**src/rtl/chacha20_xor_stream_if.sv**
```systemverilog
// Plaintext-in / ciphertext-out word stream bundle for chacha20_xor_stream.
// The slave modport is the cipher block; the master modport is the producer/consumer side.
interface chacha20_xor_stream_if;
    logic        in_valid;
    logic        in_ready;
    logic [31:0] in_data;
    logic        in_last;
    logic        out_valid;
    logic        out_ready;
    logic [31:0] out_data;
    logic        out_last;

    modport master (
        output in_valid, in_data, in_last, out_ready,
        input  in_ready, out_valid, out_data, out_last
    );

    modport slave (
        input  in_valid, in_data, in_last, out_ready,
        output in_ready, out_valid, out_data, out_last
    );
endinterface

```
**src/rtl/chacha20_xor_stream.sv**
```systemverilog
// XORs a 32-bit word stream with ChaCha20 keystream blocks fetched from an external generator.
// Define CHACHA_XOR_PREFETCH_EN to add a second block buffer that is fetched one block ahead.
module chacha20_xor_stream (
    input  logic                 clk,
    input  logic                 reset,
    input  logic                 init,
    input  logic [31:0]          init_counter,
    output logic                 ks_start,
    output logic [31:0]          ks_counter,
    input  logic [511:0]         ks_block,
    input  logic                 ks_done,
    chacha20_xor_stream_if.slave strm,
    output logic                 ctr_wrap
);
    typedef enum logic [2:0] {IDLE, REQ, WAIT, STREAM, HALT} state_t;

    state_t       state, state_n;
    logic [31:0]  counter, counter_n, init_ctr, init_ctr_n;
    logic [3:0]   idx, idx_n;
    logic [511:0] kbuf, kbuf_n;
    logic         init_pend, init_pend_n, wrap_n;
    logic         xfer, done_ok, req_n, pf_go;
    logic [31:0]  ks_word;
`ifdef CHACHA_XOR_PREFETCH_EN
    logic [511:0] pbuf, pbuf_n;
    logic         pf_pend, pf_pend_n, pf_full, pf_full_n, pf_drop, pf_drop_n;
    logic         pf_avail, pf_stale;

    // A prefetch abandoned in flight leaves one ks_done that must not be mistaken for a new block.
    assign done_ok  = ks_done && !pf_drop;
    assign pf_stale = pf_pend && !done_ok;
`else
    assign done_ok  = ks_done;
`endif

    assign xfer    = strm.in_valid && strm.in_ready;
    assign ks_word = kbuf[9'd511 - {idx, 5'd0} -: 32];

    always_ff @(posedge clk or negedge reset) begin
        if (!reset) state <= IDLE;
        else        state <= state_n;
    end

    always_comb begin
        state_n     = state;
        counter_n   = counter;
        idx_n       = idx;
        kbuf_n      = kbuf;
        init_pend_n = init_pend;
        init_ctr_n  = init_ctr;
        wrap_n      = ctr_wrap;
        pf_go       = 1'b0;
`ifdef CHACHA_XOR_PREFETCH_EN
        pbuf_n    = pbuf;
        pf_pend_n = pf_pend;
        pf_full_n = pf_full;
        pf_drop_n = pf_drop && !ks_done;
        pf_avail  = pf_full || (done_ok && pf_pend);
        if (state == STREAM && done_ok && pf_pend) begin
            pbuf_n    = ks_block;
            pf_full_n = 1'b1;
            pf_pend_n = 1'b0;
        end
`endif
        unique case (state)
            REQ: state_n = WAIT;
            WAIT: begin
                if (done_ok) begin
`ifdef CHACHA_XOR_PREFETCH_EN
                    pf_pend_n = 1'b0;
`endif
                    if (init || init_pend) begin
                        counter_n   = init ? init_counter : init_ctr;
                        init_pend_n = 1'b0;
                        state_n     = REQ;
                    end else begin
                        kbuf_n  = ks_block;
                        idx_n   = '0;
                        state_n = STREAM;
`ifdef CHACHA_XOR_PREFETCH_EN
                        pf_go   = (counter != '1);
`endif
                    end
                end else if (init) begin
                    init_pend_n = 1'b1;
                    init_ctr_n  = init_counter;
                end
            end
            STREAM: begin
                if (xfer) begin
                    idx_n = idx + 4'd1;
                    if (strm.in_last || idx == 4'd15) begin
                        if (counter == '1) begin
                            wrap_n  = 1'b1;
                            state_n = HALT;
                        end else begin
                            counter_n = counter + 32'd1;
                            if (strm.in_last) begin
                                state_n = IDLE;
`ifdef CHACHA_XOR_PREFETCH_EN
                                pf_full_n = 1'b0;
                                pf_pend_n = 1'b0;
                                pf_drop_n = pf_drop_n || pf_stale;
                            end else if (pf_avail) begin
                                // Swap straight from the incoming block if it lands on the word-15 cycle.
                                kbuf_n    = pf_full ? pbuf : ks_block;
                                idx_n     = '0;
                                pf_full_n = 1'b0;
                                pf_pend_n = 1'b0;
                                pf_go     = (counter != 32'hFFFF_FFFE);
                            end else begin
                                state_n = pf_pend ? WAIT : REQ;
`else
                            end else begin
                                state_n = REQ;
`endif
                            end
                        end
                    end
                end
            end
            default: ;
        endcase
        if (init && state != WAIT) begin
            state_n   = REQ;
            counter_n = init_counter;
            wrap_n    = 1'b0;
            pf_go     = 1'b0;
`ifdef CHACHA_XOR_PREFETCH_EN
            pf_full_n = 1'b0;
            pf_pend_n = 1'b0;
            pf_drop_n = pf_drop_n || pf_stale;
`endif
        end
`ifdef CHACHA_XOR_PREFETCH_EN
        if (pf_go) pf_pend_n = 1'b1;
`endif
    end

    always_comb begin
        strm.in_ready = (state == STREAM) && (!strm.out_valid || strm.out_ready);
        req_n         = (state_n == REQ) || pf_go;
    end

    always_ff @(posedge clk or negedge reset) begin
        if (!reset) begin
            counter       <= '0;
            idx           <= '0;
            kbuf          <= '0;
            init_pend     <= 1'b0;
            init_ctr      <= '0;
            ctr_wrap      <= 1'b0;
            ks_start      <= 1'b0;
            ks_counter    <= '0;
            strm.out_valid <= 1'b0;
            strm.out_data  <= '0;
            strm.out_last  <= 1'b0;
`ifdef CHACHA_XOR_PREFETCH_EN
            pbuf    <= '0;
            pf_pend <= 1'b0;
            pf_full <= 1'b0;
            pf_drop <= 1'b0;
`endif
        end else begin
            counter   <= counter_n;
            idx       <= idx_n;
            kbuf      <= kbuf_n;
            init_pend <= init_pend_n;
            init_ctr  <= init_ctr_n;
            ctr_wrap  <= wrap_n;
            ks_start  <= req_n;
            if (req_n) ks_counter <= (state_n == REQ) ? counter_n : counter_n + 32'd1;
            if (xfer) begin
                strm.out_data  <= strm.in_data ^ ks_word;
                strm.out_last  <= strm.in_last;
                strm.out_valid <= 1'b1;
            end else if (strm.out_ready) begin
                strm.out_valid <= 1'b0;
            end
`ifdef CHACHA_XOR_PREFETCH_EN
            pbuf    <= pbuf_n;
            pf_pend <= pf_pend_n;
            pf_full <= pf_full_n;
            pf_drop <= pf_drop_n;
`endif
        end
    end
endmodule

```
**src/flat_wrapper.sv**
```systemverilog
// flat-port wrapper written by rule: the top's interface ports become plain ports
module chacha20_xor_stream_flat 
  (clk, reset, init, init_counter, ks_start, ks_counter, ks_block, ks_done, ctr_wrap, strm_in_valid, strm_in_data, strm_in_last, strm_out_ready, strm_in_ready, strm_out_valid, strm_out_data, strm_out_last);
  chacha20_xor_stream_if strm_i ();
  input  logic clk;
  input  logic reset;
  input  logic init;
  input  logic [31:0] init_counter;
  output logic ks_start;
  output logic [31:0] ks_counter;
  input  logic [511:0] ks_block;
  input  logic ks_done;
  output logic ctr_wrap;
  input wire logic [$bits(strm_i.in_valid)-1:0] strm_in_valid;
  input wire logic [$bits(strm_i.in_data)-1:0] strm_in_data;
  input wire logic [$bits(strm_i.in_last)-1:0] strm_in_last;
  input wire logic [$bits(strm_i.out_ready)-1:0] strm_out_ready;
  output wire logic [$bits(strm_i.in_ready)-1:0] strm_in_ready;
  output wire logic [$bits(strm_i.out_valid)-1:0] strm_out_valid;
  output wire logic [$bits(strm_i.out_data)-1:0] strm_out_data;
  output wire logic [$bits(strm_i.out_last)-1:0] strm_out_last;
  assign strm_i.in_valid = strm_in_valid;
  assign strm_i.in_data = strm_in_data;
  assign strm_i.in_last = strm_in_last;
  assign strm_i.out_ready = strm_out_ready;
  assign strm_in_ready = strm_i.in_ready;
  assign strm_out_valid = strm_i.out_valid;
  assign strm_out_data = strm_i.out_data;
  assign strm_out_last = strm_i.out_last;
  chacha20_xor_stream u_core (.clk(clk), .reset(reset), .init(init), .init_counter(init_counter), .ks_start(ks_start), .ks_counter(ks_counter), .ks_block(ks_block), .ks_done(ks_done), .strm(strm_i), .ctr_wrap(ctr_wrap));
endmodule
```
**config.mk**
```make
export PLATFORM = sky130hd
export DESIGN_NAME = chacha20_xor_stream_flat
export DESIGN_NICKNAME = d
export VERILOG_FILES = /design/src/rtl/chacha20_xor_stream_if.sv /design/src/rtl/chacha20_xor_stream.sv /design/src/flat_wrapper.sv
export SDC_FILE = /design/constraint.sdc
export NUM_CORES = 1
export LEC_CHECK = 0
export ABC_AREA = 0
export BUFFER_PORTS_ARGS = -buffer_cell sky130_fd_sc_hd__buf_2
export CORE_MARGIN = 4
export CORE_UTILIZATION = 40
export DETAILED_ROUTE_END_ITERATION = 10
export GPL_TIMING_DRIVEN = 1
export SYNTH_ARGS = -nofsm -noshare
export SYNTH_HDL_FRONTEND = slang
export SYNTH_SLANG_ARGS = --single-unit
```
**constraint.sdc**
```tcl
create_clock -name clk -period 3.5 [get_ports clk]
set_clock_uncertainty 0.2 [all_clocks]
set_input_delay 0.35 -clock clk [delete_from_list [all_inputs] [get_ports clk]]
set_output_delay 0.35 -clock clk [all_outputs]
set_load 0.02 [all_outputs]
```
==> metrics, run 1 <==
Die ar. 0.0793 mm^2; XOR/XNOR Fraction of Synth Area 1.58%; Synth area leaders dfrtp_1, mux2_2, mux4_2, mux2i_1, a221oi_1; syn avg cell area 14.1 um^2; Fmax achieved 299 MHz; DRT Wirelength 110 mm; CTS Buf Count 78; Synth top area share 54.5%; CTS max path bufs 3; GRT overflow 0; clk root buf clkbuf_16; Die H 282 um; Net Switching 12.2 mW; sequential power share 37.8%; Max Fanout on Critical Path 87; R2R cell count 7; fin crit period 3.34 ns; Vias 24000; Antenna Nets Post-Route 0; # resized after CTS 0; met1 Use GR 35.8%; WHS Path Cells 3; Global Route Usage Sum 27.3%; setup bufs post-CTS 0; Max-slew headroom 24.8%; Yosys top cell by area dfrtp_1; CP endpoint kind flip-flop; Cell variety after synth 67; Internal 22.9 mW; vias in the first global route 26100; top post-synthesis cells by count dfrtp_1, mux2_2, clkbuf_1; status complete, no violations; Syn Inst Count 2118; hold_buf cts 580; Synth Warn # 0; Worst Hold Class in -> reg; number of synthesized flops with an enable pin 0; crit path launch type flip-flop; CTS tree built; global route hottest layer met2; mux cell area share after synthesis 32.0%; slowest stage delay, CP 1.06 ns; syn nets 2703; hpwl dp 78.0 mm; cell family with most CP delay simple AND/OR/NAND/NOR gates; crit path DAT 3.61 ns; Global Route met3 Usage 6.09%; Leak 19.6 nW; leading register cell type out of synthesis dfrtp_1; Ports 652; chip width 282 um; Compound-Gate Fraction of Synth Area 5.78%; Max Cap Viol 0; Routability Congestion 0.950; Initial DRC Count 1762; wire per inst 24.9 um; PortBufs 651; TritonRoute pass-1 iters 7; Worst Path Buf+Inv 1; # DRC 0; dominant cell by count in the synthesized netlist dfrtp_1; Via density 5.43; CP max-delay cell nor2b_4; layout cell share with drive strength beyond 1 44.8%; clk sinks 652; placed cells 3654; Setup CP Type reg -> reg; Worst Path Required 3.77 ns; Final nets 3930; first-pass GRT wire length 164 mm; Final Non-Filler Cells 4422; CP Depth 7; main combinational cell family by area after synthesis multiplexers; FFs w/ async S/R, synth 100%; final setup vio count 0; RSZ-0062 raised after global routing false; worst skew pair latency 0.62 ns; final worst path period share 95.4%; Initial Util 40.3%; Simple-Gate Fraction of Synth Area 3.81%; H-tree Lvls 3; VDD IR max 0.516 mV; sw frac 34.8%; Synth Register Bits 652; PwrDens 818 mW/mm^2; clock power share 22.8%; Fin Setup TNS 0 ns; Worst-path clk slew 0.06 ns; initial antenna violation count 49; worst-margin pin slew 1.13 ns; Hold Fails Final Rpt 0; largest net degree at the start of global routing 105; Logic pwr share 39.4%; Synth Cell Area 0.0299 mm^2; Rows 100; max-slew violations 0; sequential share of the synthesized area 54.5%; grt met2 use 44.2%; Core Footprint 0.0743 mm^2; Worst path most repeated cell o21ai_0; cell breakdown of the critical path buf_12 > nor2b_4 > a221oi_1 > o21ai_0 > nand2_1 > xnor2_1 > o21ai_0; Layout area overhead 43.6%; Synth Area in Adders 0.0836%
[cell usage in the layout, fill, tap and decap left out, types with 18 or more instances in the layout]
cell type      instances
buf_2                650
dfrtp_1              649
dlygate4sd3_1        580
mux2_2               547
nand2_1               99
mux4_2                94
mux2i_1               88
o21ai_0               83
clkbuf_16             78
a221oi_1              54
diode_2               50
xnor2_1               47
buf_4                 47
nor2_1                45
a22oi_1               40
nand3_1               30
mux2_4                29
a21oi_1               23
nor3_1                20
clkbuf_1              19
buf_12                18
[path summary, 6_finish.rpt]
check	slack (ns)	startpoint	to
worst max-delay path	0.16	u_core.idx[1]	u_core.strm.out_data[11]
worst min-delay path	0.06	init	u_core.init_pend
worst max register to register	0.16	u_core.idx[1]	u_core.strm.out_data[11]
worst min register to register	0.28	u_core.strm.out_data[3]	u_core.strm.out_data[3]
max in group asynchronous	1.83	reset	u_core.strm.out_data[8]
min in group asynchronous	0.16	reset	u_core.kbuf[328]
[worst register-to-register path: cells and delay by family (launching register included)]
family	cells	cell delay, ns
buffers and inverters	1	0.20
flip-flops	1	0.49
AND/OR/NAND/NOR	2	1.44
AO/OA/AOI/OAI	3	0.74
XOR/XNOR	1	0.13
[sequential cells by signal, summed over array words and instances (netlist names)]
signal                 flops
u_core.strm.out_last       1
u_core.kbuf              512
u_core.counter            32
u_core.ks_start            1
u_core.strm.out_valid      1
u_core.state               3
u_core.idx                 4
u_core.ctr_wrap            1
u_core.strm.out_data      32
u_core.init_pend           1
u_core.init_ctr           32
u_core.ks_counter         32
[cell type report]
type | instances | area [um^2]
diodes | 50 | 125
inverters | 10 | 37.5
multi-input cells | 1307 | 13000
well taps | 969 | 1210
flip-flops and latches | 652 | 16300
repair buffers | 1296 | 9790
fillers | 5901 | 31300
clock buffers | 110 | 2200
clock inverters | 28 | 328
[power by group through the flow]
stage	Combinational (mW)	Sequential, mW	Clock (mW)
2_1_floorplan	8.96	12.9	0
3_3_place_gp	12.9	13.1	0
3_5_place_dp	13.2	13.3	0
4_1_cts	13.8	13.2	8.16
5_1_grt	14.8	13.7	8.51
6_report	13.8	13.3	8.03
[per-stage QoR]
stage / cell area (um^2) / hold slack [ns] / utilization, % / total power [mW] / setup WS [ns]
final: 43000 / 0.0640 / 57.8 / 35.2 / 0.159
after global routing: 43000 / 0.0987 / 57.8 / 37.0 / 0.119
after CTS: 42900 / 0.00806 / 57.7 / 35.1 / 0.406
after detailed placement: 34500 / 0.269 / 46.5 / 26.5 / 0.415
after global placement: 34500 / 0.256 / 46.5 / 26.0 / 0.519
after floorplan: 29900 / -0.146 / - / 21.9 / 0.874
[logic make-up (layout without fill, tap and decap cells)]
logic type      after synthesis  in the layout
compound gates              250            250
xor+xnor                     54             54
fa+ha+maj                     2              2
buf+inv                     159           1444
flops                       652            652
mux                         758            758
other cells                   0             50
simple gates                243            243
[routing by layer]
metal / part of all wire, % / vias up / routed length, um
li1: - / 10400 / -
met4: 4.4 / 16 / 4830
met1: 41 / 12200 / 45300
met3: 7.0 / 307 / 7690
met2: 47 / 1056 / 52100
met5: 0.088 / - / 97
(Power assumes the default switching activity.)
==> run 2: changes to the inputs <==
--- a/config.mk
+++ b/config.mk
@@ -8,9 +8,10 @@
 export ABC_AREA = 0
 export BUFFER_PORTS_ARGS = -buffer_cell sky130_fd_sc_hd__buf_2
 export CORE_MARGIN = 4
-export CORE_UTILIZATION = 40
+export CORE_UTILIZATION = 50
 export DETAILED_ROUTE_END_ITERATION = 10
 export GPL_TIMING_DRIVEN = 1
+export PLACE_DENSITY = 0.74
 export SYNTH_ARGS = -nofsm -noshare
 export SYNTH_HDL_FRONTEND = slang
 export SYNTH_SLANG_ARGS = --single-unit
==> constraint.sdc (replaced) <==
create_clock -name clk -period 3.8 [get_ports clk]
set_clock_uncertainty 0.2 [all_clocks]
set_input_delay 0.38 -clock clk [delete_from_list [all_inputs] [get_ports clk]]
set_output_delay 0.38 -clock clk [all_outputs]
set_load 0.02 [all_outputs]
==> run 2 against run 1 <==
Net effect: global-route usage rose by 9.4 points; wire length rose by 13%; non-clock buffer count rose by 1; clock-buffer cell count fell by 7; power fell by 4.2%; combinational power fell by 4%; largest power group unchanged.
==> metrics, run 2 (same netlist as run 1, synthesis figures left out) <==
status complete, no violations; Via density 6.15; PortBufs 651; final worst path period share 83.7%; Vias 25900; Fmax achieved 315 MHz; chip width 253 um; crit path launch type flip-flop; Worst Hold Class in -> reg; Initial Util 50.6%; Final Non-Filler Cells 4215; Setup CP Type reg -> reg; Worst Path Required 4.09 ns; Max-slew headroom 38.0%; slowest stage delay, CP 0.61 ns; CTS Buf Count 72; Max Cap Viol 0; # DRC 0; cell breakdown of the critical path ha_1 > a31o_2 > and3_1 > nand3_1 > o21ai_0 > a21boi_0 > o32a_1 > mux2_4; PwrDens 788 mW/mm^2; first-pass GRT wire length 176 mm; Worst-path clk slew 0.06 ns; H-tree Lvls 3; max-slew violations 0; Leak 19.6 nW; RSZ-0062 raised after global routing false; hpwl dp 74.4 mm; GRT overflow 0; Layout area overhead 43.0%; Rows 89; Final WS setup 0.621 ns; CTS max path bufs 3; layout cell share with drive strength beyond 1 44.8%; Fin Setup TNS 0 ns; final setup vio count 0; most frequent cells in the layout buf_2, dfrtp_1, dlygate4sd3_1; cell family with most CP delay compound AO/OA/AOI/OAI gates; Hold WS 0.0448 ns; initial antenna violation count 41; Core Footprint 0.0591 mm^2; placed cells 3460; vias in the first global route 27800; number of flip-flops in the largest register 512; setup bufs post-CTS 0; Register Area 0.0163 mm^2; Die ar. 0.0638 mm^2; Max Fanout on Critical Path 16; VDD IR max 0.486 mV; clk root buf clkbuf_16; most common cell after layout, fill and taps aside buf_2; Hold Fails Final Rpt 0; Ports 652; clk sinks 652; worst skew pair latency 0.66 ns; CP endpoint kind flip-flop; worst-margin pin slew 0.929 ns; largest net degree at the start of global routing 117; Setup WS pre-CTS 0.656 ns; Fill cells 3429; Die H 253 um; wire per inst 29.4 um; Global Route Usage Sum 36.7%; TritonRoute pass-1 iters 6; CTS tree built; Final nets 3925; fin crit period 3.18 ns; Routability Congestion 0.967; Most flops, register u_core.kbuf; Worst Path Buf+Inv 0; crit path DAT 3.47 ns; multi-input logic area 0.0130 mm^2; CP max-delay cell dfrtp_4; DRT Wirelength 124 mm; Antenna Nets Post-Route 0; Initial DRC Count 2555
run 2: cell count changes in the layout (fill, tap and decap cells not counted), moves of 3 or more:
| cell | change |
|---|---|
| bufinv_16 | +6 |
| clkbuf_16 | -6 |
| diode_2 | -3 |
| clkbuf_1 | -4 |
| clkbuf_8 | +3 |
| clkinv_2 | -9 |
run 2: power breakdown:
part	switching (mW)	leakage (nW)	internal, mW
combinational	6.52	10.3	6.67
sequential	2.61	8.07	10.2
clock	3.21	1.25	4.49
total	12.3	19.6	21.4
run 2: per-stage QoR:
step / power, mW / util, % / cell area (um^2)
detailed placement: 24.3 / 58.0 / 34300
floorplan: 20.2 / - / 29900
CTS: 32.4 / 72.2 / 42700
global placement: 23.7 / 58.0 / 34300
global route: 34.8 / 72.3 / 42800
finish: 33.7 / 72.4 / 42800
run 2: worst paths after layout:
check / cells after the start / endpoint / slack, ns / start
worst min register to register: 2 / u_core.strm.out_last / 0.28 / u_core.strm.out_last
max in group asynchronous: 3 / u_core.kbuf[377] / 2.15 / reset
worst min-delay path: 3 / u_core.init_pend / 0.04 / init
min in group asynchronous: 2 / u_core.kbuf[262] / 0.18 / reset
worst max register to register: 8 / u_core.ks_counter[21] / 0.62 / u_core.idx[1]
worst max-delay path: 8 / u_core.ks_counter[21] / 0.62 / u_core.idx[1]
run 2: area by class of cell:
class / count / area share [%]
Tap cell: 773 / 2.26
Clock buffer: 103 / 4.86
Clock inverter: 26 / 1.16
Sequential cell: 652 / 38.1
Multi-Input combinational cell: 1307 / 30.3
Antenna cell: 47 / 0.275
Timing Repair Buffer: 1297 / 22.9
Inverter: 10 / 0.0877
run 2: per-layer routing:
| metal | track usage [%] | share of wire (%) | vias to the layer above |
|---|---|---|---|
| li1 | - | - | 10400 |
| met1 | 44.9 | 35 | 12800 |
| met2 | 59.5 | 47 | 2001 |
| met3 | 9.66 | 10 | 696 |
| met4 | 20.8 | 7.9 | 12 |
| met5 | 0 | 0.10 | - |
run 2: worst min-delay path: cells and delay by family:
kind	cells	cell delay, ns
AOI/OAI and AO/OA	2	0.22
buffers and inverters	1	0.22
run 2: what timing repair did:
action / 4_1_cts / 5_1_grt
hold endpoints to repair: 692 / 0
hold buffers: 579 / 0
resized for setup: 0 / 0
